`config.mk`:
```
export PLATFORM = sky130hd
export DESIGN_NAME = mtimer_flat
export DESIGN_NICKNAME = d
export VERILOG_FILES = /design/src/rtl/mtimer_pkg.sv /design/src/rtl/mtimer_if.sv /design/src/rtl/mtimer_channel.sv /design/src/rtl/mtimer.sv /design/src/flat_wrapper.sv
export SDC_FILE = /design/constraint.sdc
export NUM_CORES = 1
export LEC_CHECK = 0
export CAP_MARGIN = 30
export CORE_UTILIZATION = 45
export CTS_CLUSTER_SIZE = 20
export DETAILED_ROUTE_END_ITERATION = 16
export PLACE_DENSITY = 0.68
export REMOVE_ABC_BUFFERS = 1
export SYNTH_ARGS = -nofsm -noshare
export SYNTH_HDL_FRONTEND = slang
export SYNTH_SLANG_ARGS = --single-unit
export TNS_END_PERCENT = 5
```
`constraint.sdc`:
```
create_clock -name clk -period 10.2 [get_ports clk]
set_input_delay 3.06 -clock clk [delete_from_list [all_inputs] [get_ports clk]]
set_output_delay 3.06 -clock clk [all_outputs]
set_load 0.005 [all_outputs]
```
`src/rtl/mtimer_pkg.sv`:
```
// mtimer_pkg -- shared constants and types for the mtimer peripheral.
//
// Contents:
//   DATA_WIDTH, MEM_ADDR_WIDTH : system bus geometry (bus word offset width)
//   tmr_reg_e                  : register slot within a channel's 4-word window
//   TMR_CLR/START/STOP         : CMD bit positions
//   CFG_*                      : CFG bit positions
//   chan_wr_t                  : per-channel register write strobes
//   decode_wr()                : turns a channel write into one strobe
package mtimer_pkg;

  localparam int DATA_WIDTH     = 32;
  localparam int MEM_ADDR_WIDTH = 8;
  localparam int MAX_CHANNELS   = 8;

  // Register slot inside a channel window; channel n occupies 4n..4n+3.
  typedef enum logic [1:0] {
    TMR_COUNT = 2'd0,
    TMR_CMD   = 2'd1,
    TMR_CMP   = 2'd2,
    TMR_CFG   = 2'd3
  } tmr_reg_e;

  // CMD bits; may be combined in one write.
  localparam int TMR_CLR   = 0;
  localparam int TMR_START = 1;
  localparam int TMR_STOP  = 2;

  // CFG bits. MATCH and OVF are sticky status, write-1-to-clear.
  localparam int CFG_PERIODIC = 0;
  localparam int CFG_IRQ_EN   = 1;
  localparam int CFG_MATCH    = 8;
  localparam int CFG_OVF      = 9;

  typedef struct packed {
    logic count;
    logic cmd;
    logic cmp;
    logic cfg;
  } chan_wr_t;

  function automatic chan_wr_t decode_wr(input logic we, input tmr_reg_e sel);
    chan_wr_t s;
    s = '0;
    if (we) begin
      unique case (sel)
        TMR_COUNT: s.count = 1'b1;
        TMR_CMD:   s.cmd   = 1'b1;
        TMR_CMP:   s.cmp   = 1'b1;
        TMR_CFG:   s.cfg   = 1'b1;
        default:   s       = '0;
      endcase
    end
    return s;
  endfunction

endpackage

```
`src/rtl/mtimer_if.sv`:
```
// mtimer_if -- system bus slave port of the mtimer peripheral.
//
// Signals:
//   addr  : local word offset (from address decoder)
//   idata : write data
//   odata : read data, combinational from addr
//   cs_   : chip select, 0 = selected
//   rw_   : 0 = write, 1 = read
//   irq   : per-channel level interrupt, active-high
// Modports: master (CPU / bus side), slave (timer side).
interface mtimer_if #(
  parameter int CHANNELS = 4
);

  logic [mtimer_pkg::MEM_ADDR_WIDTH-1:0] addr;
  logic [mtimer_pkg::DATA_WIDTH-1:0]     idata;
  logic [mtimer_pkg::DATA_WIDTH-1:0]     odata;
  logic                                  cs_;
  logic                                  rw_;
  logic [CHANNELS-1:0]                   irq;

  modport master (
    output addr, idata, cs_, rw_,
    input  odata, irq
  );

  modport slave (
    input  addr, idata, cs_, rw_,
    output odata, irq
  );

endinterface

```
`src/rtl/mtimer_channel.sv`:
```
// mtimer_channel -- one timer channel: counter, compare, enable, CFG, flags.
//
// Ports:
//   clk, rst : clock, synchronous active-high reset
//   wr       : register write strobes for this channel (already decoded)
//   wdata    : bus write data
//   tick     : shared prescaler tick; the counter only steps on a tick
//   count    : current count
//   cmp      : compare value
//   en       : running (read back as CMD bit1)
//   cfg_rd   : CFG read value {ovf@9, match@8, irq_en@1, periodic@0}
//   irq      : irq_en & match
module mtimer_channel
  import mtimer_pkg::*;
#(
  parameter int CNT_WIDTH = 32
) (
  input  logic                  clk,
  input  logic                  rst,
  input  chan_wr_t              wr,
  input  logic [DATA_WIDTH-1:0] wdata,
  input  logic                  tick,
  output logic [CNT_WIDTH-1:0]  count,
  output logic [CNT_WIDTH-1:0]  cmp,
  output logic                  en,
  output logic [DATA_WIDTH-1:0] cfg_rd,
  output logic                  irq
);

  logic periodic;
  logic irq_en;
  logic match;
  logic ovf;

  logic cmd_clr;
  logic cmd_start;
  logic cmd_stop;
  logic step;
  logic hit;
  logic wrap;

  logic [CNT_WIDTH-1:0] count_nxt;
  logic                 en_nxt;
  logic                 match_nxt;
  logic                 ovf_nxt;

  assign cmd_clr   = wr.cmd & wdata[TMR_CLR];
  assign cmd_start = wr.cmd & wdata[TMR_START];
  assign cmd_stop  = wr.cmd & wdata[TMR_STOP];

  // A match takes precedence over the all-ones wrap, so a compare value
  // of all-ones matches instead of overflowing.
  assign step = en & tick;
  assign hit  = step & (count == cmp);
  assign wrap = step & (count != cmp) & (&count);

  // NOTE: every output of a combinational block gets a default first so no
  // path through the if-chain leaves it unassigned (which would infer a latch).
  always_comb begin
    count_nxt = count;
    if (cmd_clr) begin
      count_nxt = '0;
    end else if (wr.count) begin
      count_nxt = wdata[CNT_WIDTH-1:0];
    end else if (hit) begin
      // One-shot holds at the compare value.
      count_nxt = periodic ? '0 : count;
    end else if (wrap) begin
      count_nxt = '0;
    end else if (step) begin
      count_nxt = count + CNT_WIDTH'(1);
    end

    en_nxt = en;
    if (cmd_stop) begin
      en_nxt = 1'b0;
    end else if (cmd_start) begin
      en_nxt = 1'b1;
    end else if (hit && !periodic) begin
      en_nxt = 1'b0;
    end

    // Hardware set beats a coincident write-1-to-clear.
    match_nxt = hit  | (match & ~(wr.cfg & wdata[CFG_MATCH]));
    ovf_nxt   = wrap | (ovf   & ~(wr.cfg & wdata[CFG_OVF]));
  end

  // NOTE: sequential state uses non-blocking assignments so every register
  // samples pre-edge values regardless of statement order.
  // NOTE: all registers are reset (this block holds no memory arrays), since
  // the bus must read back defined values right after reset.
  always_ff @(posedge clk) begin
    if (rst) begin
      count    <= '0;
      cmp      <= '1;
      en       <= 1'b0;
      periodic <= 1'b0;
      irq_en   <= 1'b0;
      match    <= 1'b0;
      ovf      <= 1'b0;
    end else begin
      count <= count_nxt;
      en    <= en_nxt;
      match <= match_nxt;
      ovf   <= ovf_nxt;
      if (wr.cmp) begin
        cmp <= wdata[CNT_WIDTH-1:0];
      end
      if (wr.cfg) begin
        periodic <= wdata[CFG_PERIODIC];
        irq_en   <= wdata[CFG_IRQ_EN];
      end
    end
  end

  always_comb begin
    cfg_rd               = '0;
    cfg_rd[CFG_PERIODIC] = periodic;
    cfg_rd[CFG_IRQ_EN]   = irq_en;
    cfg_rd[CFG_MATCH]    = match;
    cfg_rd[CFG_OVF]      = ovf;
  end

  // Overflow is status only; it never raises the interrupt.
  assign irq = irq_en & match;

endmodule

```
`src/rtl/mtimer.sv`:
```
// mtimer -- multi-channel memory-mapped timer, system bus slave.
//
// Parameters:
//   CHANNELS  : number of channels, 1..8
//   CNT_WIDTH : counter/compare width, <= DATA_WIDTH (zero-extended on read)
//   PRE_WIDTH : prescaler width
// Ports:
//   clk : system clock
//   rst : synchronous active-high reset
//   bus : mtimer_if slave port (addr, idata, odata, cs_, rw_, irq)
// Address map (word offsets): channel n at 4n + {COUNT, CMD, CMP, CFG},
// PRESCALE at 4*CHANNELS, everything else reads 0 and ignores writes.
module mtimer
  import mtimer_pkg::*;
#(
  parameter int CHANNELS  = 4,
  parameter int CNT_WIDTH = 32,
  parameter int PRE_WIDTH = 16
) (
  input  logic     clk,
  input  logic     rst,
  mtimer_if.slave  bus
);

  localparam logic [MEM_ADDR_WIDTH-1:0] PRE_ADDR = MEM_ADDR_WIDTH'(4 * CHANNELS);

  logic                 we;
  tmr_reg_e             reg_sel;
  logic                 pre_wr;
  logic                 tick;
  logic [PRE_WIDTH-1:0] prescale;
  logic [PRE_WIDTH-1:0] pcnt;

  logic [CNT_WIDTH-1:0]  ch_count [CHANNELS];
  logic [CNT_WIDTH-1:0]  ch_cmp   [CHANNELS];
  logic [DATA_WIDTH-1:0] ch_cfg   [CHANNELS];
  logic [CHANNELS-1:0]   ch_en;
  logic [CHANNELS-1:0]   irq_vec;
  logic [DATA_WIDTH-1:0] rdata;

  // ---------------------------------------------------------------------------
  // Address decode
  // ---------------------------------------------------------------------------
  assign we      = ~bus.cs_ & ~bus.rw_;
  assign reg_sel = tmr_reg_e'(bus.addr[1:0]);
  assign pre_wr  = we & (bus.addr == PRE_ADDR);

  // ---------------------------------------------------------------------------
  // Shared prescaler: tick when pcnt reaches PRESCALE. Writing PRESCALE
  // restarts the phase so the first tick after a rewrite is a full period away.
  // ---------------------------------------------------------------------------
  assign tick = (pcnt == prescale);

  always_ff @(posedge clk) begin
    if (rst) begin
      prescale <= '0;
      pcnt     <= '0;
    end else begin
      if (pre_wr) begin
        prescale <= bus.idata[PRE_WIDTH-1:0];
      end
      if (pre_wr || tick) begin
        pcnt <= '0;
      end else begin
        pcnt <= pcnt + PRE_WIDTH'(1);
      end
    end
  end

  // ---------------------------------------------------------------------------
  // Channels
  // ---------------------------------------------------------------------------
  for (genvar n = 0; n < CHANNELS; n++) begin : g_ch
    logic     ch_sel;
    chan_wr_t ch_wr;

    assign ch_sel = (bus.addr[MEM_ADDR_WIDTH-1:2] == (MEM_ADDR_WIDTH-2)'(n));
    assign ch_wr  = decode_wr(we & ch_sel, reg_sel);

    mtimer_channel #(
      .CNT_WIDTH (CNT_WIDTH)
    ) u_ch (
      .clk    (clk),
      .rst    (rst),
      .wr     (ch_wr),
      .wdata  (bus.idata),
      .tick   (tick),
      .count  (ch_count[n]),
      .cmp    (ch_cmp[n]),
      .en     (ch_en[n]),
      .cfg_rd (ch_cfg[n]),
      .irq    (irq_vec[n])
    );
  end

  // ---------------------------------------------------------------------------
  // Read mux: purely combinational, no read side effects.
  // ---------------------------------------------------------------------------
  always_comb begin
    rdata = '0;
    for (int i = 0; i < CHANNELS; i++) begin
      if (bus.addr[MEM_ADDR_WIDTH-1:2] == (MEM_ADDR_WIDTH-2)'(i)) begin
        unique case (reg_sel)
          TMR_COUNT: rdata            = DATA_WIDTH'(ch_count[i]);
          TMR_CMD:   rdata[TMR_START] = ch_en[i];
          TMR_CMP:   rdata            = DATA_WIDTH'(ch_cmp[i]);
          TMR_CFG:   rdata            = ch_cfg[i];
          default:   rdata            = '0;
        endcase
      end
    end
    if (bus.addr == PRE_ADDR) begin
      rdata = DATA_WIDTH'(prescale);
    end
  end

  assign bus.odata = rdata;
  assign bus.irq   = irq_vec;

endmodule

```
`src/flat_wrapper.sv`:
```
// flat-port wrapper written by rule: the top's interface ports become plain ports
module mtimer_flat import mtimer_pkg::*;
#(
  parameter int CHANNELS  = 4,
  parameter int CNT_WIDTH = 32,
  parameter int PRE_WIDTH = 16
)
  (clk, rst, bus_addr, bus_idata, bus_cs_, bus_rw_, bus_odata, bus_irq);
  mtimer_if #(.CHANNELS(CHANNELS)) bus_i ();
  input  logic clk;
  input  logic rst;
  input wire logic [$bits(bus_i.addr)-1:0] bus_addr;
  input wire logic [$bits(bus_i.idata)-1:0] bus_idata;
  input wire logic [$bits(bus_i.cs_)-1:0] bus_cs_;
  input wire logic [$bits(bus_i.rw_)-1:0] bus_rw_;
  output wire logic [$bits(bus_i.odata)-1:0] bus_odata;
  output wire logic [$bits(bus_i.irq)-1:0] bus_irq;
  assign bus_i.addr = bus_addr;
  assign bus_i.idata = bus_idata;
  assign bus_i.cs_ = bus_cs_;
  assign bus_i.rw_ = bus_rw_;
  assign bus_odata = bus_i.odata;
  assign bus_irq = bus_i.irq;
  mtimer #(.CHANNELS(CHANNELS), .CNT_WIDTH(CNT_WIDTH), .PRE_WIDTH(PRE_WIDTH)) u_core (.clk(clk), .rst(rst), .bus(bus_i));
endmodule
```
### Yosys cells after proc, flatten, opt, wreduce, memory -nomap -nowiden

Index checks and enable logic that the tools add are counted.

* add/subtract/negate cells: 5
* eq/ne operators: 20
* multiplexer cells: 53
* bitwise operators: 72
* reductions and logical operators: 36

Operator list (number)
* $mux W32: 25
* $pmux W30 S3: 4
* $add A32 B1 Y32 const B: 4
* $eq A32 B32 Y1: 4
* $ne A32 B32 Y1: 4
* $reduce_and A32 Y1: 4
* $and A1 B1 Y1: 54
* $reduce_or A2 Y1: 9
* $add A16 B1 Y16 const B: 1
* $eq A16 B16 Y1: 1
* $mux W4: 4
* $pmux W1 S4: 4
* $reduce_bool A4 Y1: 4
* $eq A6 B2 Y1 const B: 2
* $mux W1: 12
* $ne A3 B2 Y1 const B: 4
* $pmux W1 S3: 4
* $not A1 Y1: 10
* $eq A8 B5 Y1 const B: 1
* $or A1 B1 Y1: 8
* $reduce_and A2 Y1: 4
* $reduce_bool A2 Y1: 4
* $eq A6 B1 Y1 const B: 1
* $logic_not A6 Y1: 1
* other kinds (6): 13

* register bits: 308
* bits of input ports: 44
* output and inout bits: 36
* logic and storage cells: 216

### Depth between registers and ports, before layout

Gate-level depths: netlist of run 1.

* word-level depth: 10
* mapped depth: 10
* depth with buffers taken out: 8

### Cells and area by module

A second synthesis of run 1 with hierarchy kept.

* cells, all modules: 2725
* area total of the unflattened synthesis: 22078.7 um^2

By module, submodules not included
* mtimer_channel at u_core.g_ch[0].u_ch ...: instances 3, cells an instance 493, area an instance 4167.7 um^2, sequential area each 1381.3 um^2
* mtimer: instances 1, cells an instance 754, area an instance 5429.0 um^2, sequential area each 640.6 um^2
* mtimer_channel at u_core.g_ch[3].u_ch: instances 1, cells an instance 492, area an instance 4146.5 um^2, sequential area each 1381.3 um^2

### Worst setup path after synthesis of run 1

No wires, ideal clock.

* path kind: input-to-output
* start point: input port bus_addr[4]
* end point: output port bus_odata[16]
* arrival time: 4.977 ns
* data required time: 7.140 ns
* path slack: 2.163 ns
* stages: 9
* path buffers: 2
* path through: or4_1 -> buf_2 -> or3_1 -> nor2_1 -> clkbuf_1 -> a22oi_1 -> o22ai_1 -> o22ai_1 -> o21ai_0

* word-level cells in the longest chain between the ends: 9
* elaborated cells between the ends (all ways): 13

Ends and longest elaborated chain
* start, declared: RTL line flat_wrapper.sv:12 `input wire logic [$bits(bus_i.addr)-1:0] bus_addr;`
* $logic_not A6 Y1: RTL line mtimer.sv:102 `if (bus.addr[MEM_ADDR_WIDTH-1:2] == (MEM_ADDR_WIDTH-2)'(i)) begin`
* $mux W32: RTL line mtimer.sv:102
* $pmux W30 S3: RTL line mtimer.sv:103 `unique case (reg_sel)`
* $mux W32: RTL line mtimer.sv:102
* $pmux W30 S3: RTL line mtimer.sv:103
* $mux W32: RTL line mtimer.sv:102
* $pmux W30 S3: RTL line mtimer.sv:103
* $mux W32: RTL line mtimer.sv:102
* $mux W32 *: RTL line mtimer.sv:112 `if (bus.addr == PRE_ADDR) begin`
* end, declared: RTL line flat_wrapper.sv:16 `output wire logic [$bits(bus_i.odata)-1:0] bus_odata;`

Mark *: on every way between the ends. The rest lies on a longest branch, timed or not.

### Worst setup path in the final report of run 1

* start point: input port bus_addr[4]
* end point: output port bus_odata[28]

Same word-level chain as after synthesis.

==> results of run 1 <==
-- flip-flops by register name, summed over array words and instances (netlist names) --
register,cells
u_core.g_ch.u_ch.match,4
u_core.g_ch.u_ch.periodic,4
u_core.pcnt,16
u_core.prescale,16
u_core.g_ch.u_ch.en,4
u_core.g_ch.u_ch.count,128
u_core.g_ch.u_ch.ovf,4
u_core.g_ch.u_ch.cmp,128
u_core.g_ch.u_ch.irq_en,4
-- metrics by stage --
| step | worst slack [ns] | util, % | std cells |
|---|---|---|---|
| after floorplan | 1.37 | - | 2270 |
| after global placement | 0.642 | 48.1 | 2933 |
| after detailed placement | 0.567 | 48.3 | 2940 |
| after CTS | 0.563 | 51.2 | 3004 |
| after global routing | 0.361 | 51.2 | 3004 |
| final | 0.491 | 51.2 | 3004 |
-- per-layer routing --
metal	global-route usage, %	vias up
met2	57.3	1291
li1	-	8977
met3	7.86	320
met5	0.779	-
met4	26.6	6
met1	46.0	9686
-- cell usage after synthesis (all sizes together) (4+ instances only) --
cell type	n	share of area, %
a2111oi	6	0.27
a211o	106	4.8
a21boi	4	0.15
a21o	11	0.43
a21oi	131	3.4
a221o	7	0.36
a221oi	8	0.36
a22o	7	0.32
a22oi	68	2.6
a31oi	26	0.84
a32o	6	0.31
a32oi	26	1.2
and2	22	0.71
and3	17	0.55
and4	10	0.45
buf	42	1.0
clkbuf	204	4.0
dfxtp	308	32
ha	5	0.32
inv	53	1.0
mux2	5	0.29
mux2i	78	4.0
mux4	4	0.46
nand2	305	5.9
nand2b	9	0.29
nand3	104	2.7
nand3b	33	1.3
nand4	60	2.0
nor2	152	3.0
nor2b	102	3.3
nor3	57	1.5
nor3b	5	0.19
nor4	61	2.3
o211ai	11	0.43
o21a	4	0.15
o21ai	104	2.7
o22ai	73	2.4
o2bb2ai	9	0.41
o311ai	8	0.36
o31ai	9	0.35
or2	16	0.52
or3	16	0.52
or4	14	0.58
xnor2	30	1.4
xor2	146	6.6
-- power by group through the flow --
stage	sequential [mW]	combinational (mW)	clock, mW
after floorplan	1.27	0.101	0
after global placement	1.29	0.245	0
after detailed placement	1.29	0.248	0
after CTS	1.26	0.248	1.39
after global routing	1.27	0.266	1.43
final	1.27	0.259	1.38
-- tightest hold or removal path: cells and delay by family, from the launching register on --
family / cells / cell delay, ns
compound gates: 1 / 0.06
simple gates: 1 / 0.06
flops: 1 / 0.32
-- worst min path at each step --
stage | from | endpoint | slack (ns) | cells past startpoint
2_1_floorplan | u_core.g_ch[0].u_ch.irq_en | u_core.g_ch[0].u_ch.irq_en | 0.44 | 2
3_3_place_gp | u_core.g_ch[0].u_ch.irq_en | u_core.g_ch[0].u_ch.irq_en | 0.45 | 2
3_5_place_dp | u_core.g_ch[3].u_ch.irq_en | u_core.g_ch[3].u_ch.irq_en | 0.46 | 2
4_1_cts | u_core.g_ch[0].u_ch.irq_en | u_core.g_ch[0].u_ch.irq_en | 0.47 | 2
5_1_grt | u_core.prescale[10] | u_core.prescale[10] | 0.51 | 2
6_report | u_core.g_ch[0].u_ch.irq_en | u_core.g_ch[0].u_ch.irq_en | 0.48 | 2
-- final cells by class --
| type | count | area (sq um) | area share, % |
|---|---|---|---|
| sequential | 308 | 6170 | 28.5 |
| multi-input combinational | 1908 | 12100 | 56.1 |
| clock buffer | 52 | 1110 | 5.15 |
| tap | 539 | 674 | 3.12 |
| inverter | 54 | 203 | 0.937 |
| clock inverter | 12 | 125 | 0.579 |
| timing repair buffer | 131 | 1220 | 5.63 |
-- cell usage in the layout (no fill, tap or decap), types with 14 or more instances in the layout --
master           synthesis  routed
a211o_1                106     106
a21oi_1                130     130
a22oi_1                 68      68
a31oi_1                 26      26
a32oi_1                 26      26
and2_1                  20      20
and3_1                  17      17
buf_4                    4      47
clkbuf_16                0      39
clkdlybuf4s50_1          0      76
dfxtp_1                308     308
inv_1                   53      53
mux2i_1                 78      78
nand2_1                305     305
nand3_1                104     104
nand3b_1                33      33
nand4_1                 59      59
nor2_1                 151     145
nor2b_1                102     102
nor3_1                  55      50
nor4_1                  53      51
o21ai_0                100     100
o22ai_1                 73      73
or2_2                   14      14
or3_1                   16      16
xnor2_1                 30      30
xor2_1                 146     146
-- cells by family after synthesis --
family	count (synthesis)	share of synthesized area, %
compound gates	655	23.2
xor+xnor	176	7.95
fa+ha+maj	5	0.322
buf+inv	300	6.06
flops	308	31.8
mux	87	4.78
simple gates	985	25.9
==> metrics.md, run 1 <==
| Metric | Value |
|---|---|
| Slowest CP cell | `nor2_2` |
| # hold bufs at CTS | `0` |
| Via count | `a little over 20000` |
| Starting density of the core | `45.9%` |
| Core footprint | `~0.042 sq mm` |
| CP peak stage delay | `0.80 ns` |
| Crit path depth | `9` |
| Post-route ant nets | `0` |
| Area grow syn2layout | `11.5%` |
| R2R Setup Slk | `approximately 6.4 ns` |
| Pwr Total | `~2.9 mW` |
| Initial antenna violation count | `2` |
| Clock latency on the worst-skew pair | `0.58 ns` |
| Reg2reg path depth | `9` |
| Comb power frac | `8.9%` |
| Worst setup EP type | `output port` |
| Period utilization | `between 90% and 100%` |
| TritonCTS clock tree | `built` |
| Outcome | `finished clean` |
| # Post-CTS Setup Buffers | `0` |
| Synthesized flop and latch total | `308` |
| Die X | `approximately 210 um` |
| Avg WL per Cell | `27.7 um` |
| Rel. slew slack | `23.1%` |
| Top-Level Pins | `80` |
| Post-synthesis sequential area ratio | `about a third` |
| P_sw | `approximately 0.79 mW` |
| Ys flop type | `dfxtp_1` |
| Worst hold-check path type | `flop to flop` |
| Vias per std cell | `6.75` |
| DP Wirelength | `60.0 mm` |
| TNS Setup | `0 ns` |
| Number of synthesized flops with an enable pin | `0` |
| Setup Skew | `0.0302 ns` |
| Max Cap Viol | `0` |
| Worst path top cell family by delay | `simple AND/OR/NAND/NOR gates` |
| # rows | `between 70 and 80` |
| Wl on met1 | `31.6 mm` |
| Net Sw Frac | `approximately 27%` |
| Crit-path cells | `clkdlybuf4s50_1 -> or4_1 -> nor2_2 -> buf_12 -> a22oi_1 -> o22ai_1 -> o22ai_1 -> o21ai_0 -> clkdlybuf4s50_1` |
| Mapped Avg Cell Area | `around 7.7 sq um` |
| 1st-iter DRT viols | `2327` |
| Netlist cell types | `between 80 and 90` |
| Clock root buffer | `clkbuf_16` |
| Post-Syn Instances | `2516` |
| Reg clk slew, reported paths | `0.06 ns` |
| Die Y | `210 um` |
| Final Setup Violations | `0` |
| Drt first pass iters | `6` |
| Syn Std Cell Area | `0.0194 sq mm` |
| CTS Buf Count | `38` |
| Maximum VDD drop | `about 170 uV` |
| Max-slew violations | `0` |
| Warnings from Yosys | `0` |
| Worst Path Buf+Inv | `3` |
| Reg2Reg Launch Point | `u_core.g_ch[2].u_ch.count[1]` |
| Crit path kind | `input pin to output port` |
| # resized after CTS | `0` |
| Post-DP Area | `0.0204 sq mm` |
| Routed wire length | `just over 80 mm` |
| Cell area after layout | `0.0216 sq mm` |
| Largest net degree at the start of global routing | `72` |
| Post-layout net count | `2490` |
| Port Buffers | `just under 80` |
| CTS Sinks | `308` |
| Max clock buf depth | `3` |
| WHS | `0.478 ns` |
| Remaining DRCs | `0` |
| Die area | `approximately 0.044 sq mm` |
| Worst-Margin Slew | `about 1.1 ns` |
| Min Tclk post-route | `9.71 ns` |
| FILL cells | `approximately 4000` |
| Fin. Hold Viols | `0` |
| Crit. Startpoint | `bus_addr[4]` |
| Startpoint types | `input pin` |
| Ratio of total power to cell area | `134 mW/mm^2` |
| Critical Path RT | `7.14 ns` |
| CTS HTree Levels | `2` |
| Gpl congestion | `1.03` |
| Clock share of power | `47.5%` |
| Async SR Flop Fraction | `0%` |
| GRT Residual Overflow | `0` |
| Int Pwr | `approximately 2.1 mW` |
| Largest fanout on the critical path | `22` |
| WL met3 | `8.59 mm` |
| Gr usage total | `37.1%` |
| Lkg Pwr | `7.14 nW` |
| Layout cells sized above 1 | `6.94%` |
| Data arrival time of the worst path | `6.65 ns` |
| RSZ-0062 raised after global routing | `false` |
| Reg power frac | `43.6%` |
| Worst Setup EP | `bus_odata[28]` |
| Reg2Reg Capture Point | `u_core.g_ch[2].u_ch.count[9]` |
| ANT cells | `0` |
| Vias in the first global route | `about 19000` |
| Met2 routed WL | `36.1 mm` |
| Top Layer Used | `met5` |
| First-pass GRT wire length | `122 mm` |
| Fmax | `~100 MHz` |
Power figures use the tool's default switching activity.
==> run 2: changes to the inputs <==
--- a/config.mk
+++ b/config.mk
@@ -5,6 +5,7 @@
 export SDC_FILE = /design/constraint.sdc
 export NUM_CORES = 1
 export LEC_CHECK = 0
+export ABC_AREA = 1
 export CAP_MARGIN = 30
 export CORE_UTILIZATION = 45
 export CTS_CLUSTER_SIZE = 20
==> run 2 against run 1 <==
The flow now finishes with violations (DRC). Cell area increased by 8.9%. Combinational power down 38%. Non-clock buffer count shrank 31. Highest routed layer is now met4.
==> metrics.md, run 2 <==
| Metric | Value |
|---|---|
| Gr usage total | `32.9% (was 37.1%)` |
| Data arrival time of the worst path | `6.10 ns (was 6.65 ns)` |
| Post-Syn Instances | `3499 (was 2516)` |
| 1st-iter DRT viols | `2857 (was 2327)` |
| GRT Residual Overflow | `0 (unchanged)` |
| Cell taking the most area after synthesis | `dfxtp_1 (unchanged)` |
| Post-synth top area share | `28.6% (was 31.8%)` |
| Area of the multi-input gates | `0.0128 sq mm (was 0.0121 sq mm)` |
| Min Tclk post-route | `9.16 ns (was 9.71 ns)` |
| Vias per std cell | `5.63 (was 6.75)` |
| Top-count cell post-synth | `nand2_1 (was dfxtp_1)` |
| Biggest regs | `u_core.g_ch.u_ch.cmp: 128 flops, u_core.g_ch.u_ch.count: 128 flops (unchanged)` |
| Clock share of power | `50.7% (was 47.5%)` |
| Comb power frac | `5.8% (was 8.9%)` |
| Mapped Avg Cell Area | `6.16 sq um (was 7.71 sq um)` |
| # hold bufs at CTS | `0 (unchanged)` |
| # rows | `79 (was 75)` |
| Rel. slew slack | `34.1% (was 23.1%)` |
| Starting density of the core | `46.0% (was 45.9%)` |
| Int Pwr | `2.08 mW (was 2.12 mW)` |
| Commonest non-fill, non-tap cell in the layout | `nand2_1 (was dfxtp_1)` |
| RSZ-0062 raised after global routing | `false (unchanged)` |
| Fin. Hold Viols | `0 (unchanged)` |
| CTS Sinks | `308 (unchanged)` |
| Avg WL per Cell | `20.3 um (was 27.7 um)` |
| Critical Path RT | `7.14 ns (about the same)` |
| FF/Latch Area | `0.00617 sq mm (unchanged)` |
| DP Wirelength | `61.1 mm (was 60.0 mm)` |
| Area grow syn2layout | `9.26% (was 11.5%)` |
| Vias in the first global route | `20734 (was 18817)` |
| Via count | `22868 (was 20280)` |
| Port Buffers | `79 (unchanged)` |
| Failing checks | `DRC` |
| Core footprint | `0.0469 sq mm (was 0.0422 sq mm)` |
| Max-slew violations | `0 (unchanged)` |
| Reg power frac | `43.5% (was 43.6%)` |
| Layout cells sized above 1 | `4.46% (was 6.94%)` |
| Netlist cell types | `53 (was 81)` |
| Drt first pass iters | `11 (was 6)` |
| Die area | `0.0488 sq mm (was 0.0439 sq mm)` |
| P_sw | `0.692 mW (was 0.789 mW)` |
| Gpl congestion | `0.981 (was 1.03)` |
| Net Sw Frac | `25.0% (was 27.1%)` |
| # resized after CTS | `0 (unchanged)` |
| Routed wire length | `82.3 mm (was 83.1 mm)` |
| Clock latency on the worst-skew pair | `0.57 ns (was 0.58 ns)` |
| Ratio of total power to cell area | `118 mW/mm^2 (was 134 mW/mm^2)` |
| Crit path kind | `input pin to output port (unchanged)` |
| Syn Std Cell Area | `0.0216 sq mm (was 0.0194 sq mm)` |
| ANT cells | `0 (unchanged)` |
| Startpoint types | `input pin (unchanged)` |
| Outcome | `finished with violations (was finished clean)` |
| Reg clk slew, reported paths | `0.06 ns (about the same)` |
| FILL cells | `4894 (was 4043)` |
| Most instantiated cells after synthesis | `1018 x nand2_1, 403 x inv_1, 368 x nor2_1, 308 x dfxtp_1, 202 x nand3_1 (was 308 x dfxtp_1, 305 x nand2_1, 195 x clkbuf_1, 151 x nor2_1, 146 x xor2_1)` |
| Clock root buffer | `clkbuf_16 (unchanged)` |
| Post-route ant nets | `0 (unchanged)` |
| Remaining DRCs | `1 (was 0)` |
| Die Y | `221 um (was 210 um)` |
| Post-layout net count | `3481 (was 2490)` |
| Post-layout util | `50.3% (was 51.2%)` |
| Period utilization | `89.8% (was 95.2%)` |
| Post-synthesis sequential area ratio | `28.6% (was 31.8%)` |
| Worst hold-check path type | `flop to flop (unchanged)` |
| Max clock buf depth | `3 (unchanged)` |
| Maximum VDD drop | `117 uV (was 165 uV)` |
| First-pass GRT wire length | `125 mm (was 122 mm)` |
| Top-Level Pins | `80 (unchanged)` |
| Worst setup EP type | `output port (unchanged)` |
| Async SR Flop Fraction | `0% (unchanged)` |
| Max Cap Viol | `0 (unchanged)` |
| Warnings from Yosys | `0 (unchanged)` |
| Worst-Margin Slew | `0.985 ns (was 1.14 ns)` |
| Ys flop type | `dfxtp_1 (unchanged)` |
| Number of synthesized flops with an enable pin | `0 (unchanged)` |
| Synthesized flop and latch total | `308 (unchanged)` |
| TritonCTS clock tree | `built (unchanged)` |
| Largest net degree at the start of global routing | `72 (unchanged)` |
| Most frequent cells in the layout | `1017 x nand2_1, 402 x inv_1, 366 x nor2_1 (was 308 x dfxtp_1, 305 x nand2_1, 146 x xor2_1)` |
| # Post-CTS Setup Buffers | `0 (unchanged)` |
| TNS Setup | `0 ns (unchanged)` |
| Setup Skew | `0.0187 ns (was 0.0302 ns)` |
| Largest fanout on the critical path | `27 (was 22)` |
| Die X | `221 um (was 210 um)` |
| Initial antenna violation count | `2 (unchanged)` |
| Final Setup Violations | `0 (unchanged)` |
| Worst Setup Slack, final | `1.04 ns (was 0.491 ns)` |
| Setup slack at placement | `1.06 ns (was 0.567 ns)` |
| CTS HTree Levels | `2 (unchanged)` |
| CTS Buf Count | `39 (was 38)` |
| Lkg Pwr | `9.74 nW (was 7.14 nW)` |
| Synth area leaders | `dfxtp_1 29%, nand2_1 18%, inv_1 7.0%, nor2_1 6.4%, xor2_1 4.9% (was dfxtp_1 32%, xor2_1 6.6%, nand2_1 5.9%, a211o_1 4.8%, mux2i_1 4.0%)` |
| Fmax | `109 MHz (was 103 MHz)` |
-- run 2: cell count changes in the layout (fill, tap and decap cells not counted), sizes merged, moves of 47 or more --
cell    change
a211o     -106
a22oi      -68
inv       +375
mux2i      -77
nand2     +724
nand3     +100
nor2      +238
nor2b     -102
nor4       -58
o211ai    +118
o21ai      +75
xnor2      +47
-- run 2: logic make-up (layout without fill, tap and decap cells) --
family	count (synthesis)	in the layout	synth area share, %
AOI/OAI and AO/OA	590	590	16.9
DFF	308	308	28.6
adders and majority gates	5	5	0.290
muxes	1	1	0.0464
buffers and inverters	641	597	12.2
and+or+nand+nor	1756	1756	33.9
xor gates and xnor gates	198	198	8.05
-- run 2: layout make-up --
type / instances / area share, %
Inverter: 433 / 6.93
Multi-Input combinational cell: 2550 / 54.4
Sequential cell: 308 / 26.2
Timing Repair Buffer: 100 / 4.04
Tap cell: 607 / 3.23
Clock buffer: 59 / 4.81
Clock inverter: 5 / 0.425
-- run 2: metal layers --
| layer | vias to the layer above | share of wire, % | wire [um] | track usage (%) |
|---|---|---|---|---|
| li1 | 11089 | - | - | - |
| met1 | 10484 | 42 | 34700 | 44.1 |
| met2 | 1093 | 45 | 36900 | 52.3 |
| met3 | 202 | 8.9 | 7320 | 5.50 |
| met4 | 0 | 4.2 | 3430 | 14.1 |
| met5 | - | 0 | 0 | 0 |
-- run 2: final timing paths --
check | slack (ns) | cells past startpoint | startpoint | end
worst min-delay path | 0.49 | 1 | u_core.pcnt[0] | u_core.pcnt[0]
worst max-delay path | 1.04 | 10 | bus_addr[7] | bus_odata[14]
worst max register to register | 6.72 | 11 | u_core.g_ch[2].u_ch.count[26] | u_core.g_ch[2].u_ch.count[29]
worst min register to register | 0.49 | 1 | u_core.pcnt[0] | u_core.pcnt[0]
-- run 2: power groups by stage --
stage | Sequential, mW | Combinational (mW) | Clock [mW]
global route | 1.21 | 0.166 | 1.47
global placement | 1.23 | 0.154 | 0
detailed placement | 1.23 | 0.155 | 0
finish | 1.21 | 0.160 | 1.41
floorplan | 1.23 | 0.0621 | 0
CTS | 1.21 | 0.155 | 1.42
-- run 2: critical path, stage by stage --
cell and delay [ns]:
clkdlybuf4s50_1 0.44, nor2_4 0.20, nand2_1 0.11, inv_2 0.08
nand3_2 0.45, inv_2 0.64, nand2_1 0.11, nand3_1 0.19
a221o_1 0.25, clkdlybuf4s50_1 0.53
-- run 2: per-stage QoR --
stage / area [sq um] / instances / power [mW] / hold WS (ns)
after floorplan: 20600 / 3291 / 1.29 / 0.441
after global placement: 22300 / 3997 / 1.39 / 0.458
after detailed placement: 22300 / 3998 / 1.39 / 0.471
after CTS: 23500 / 4062 / 2.78 / 0.485
after global routing: 23500 / 4062 / 2.84 / 0.522
final: 23500 / 4062 / 2.77 / 0.492
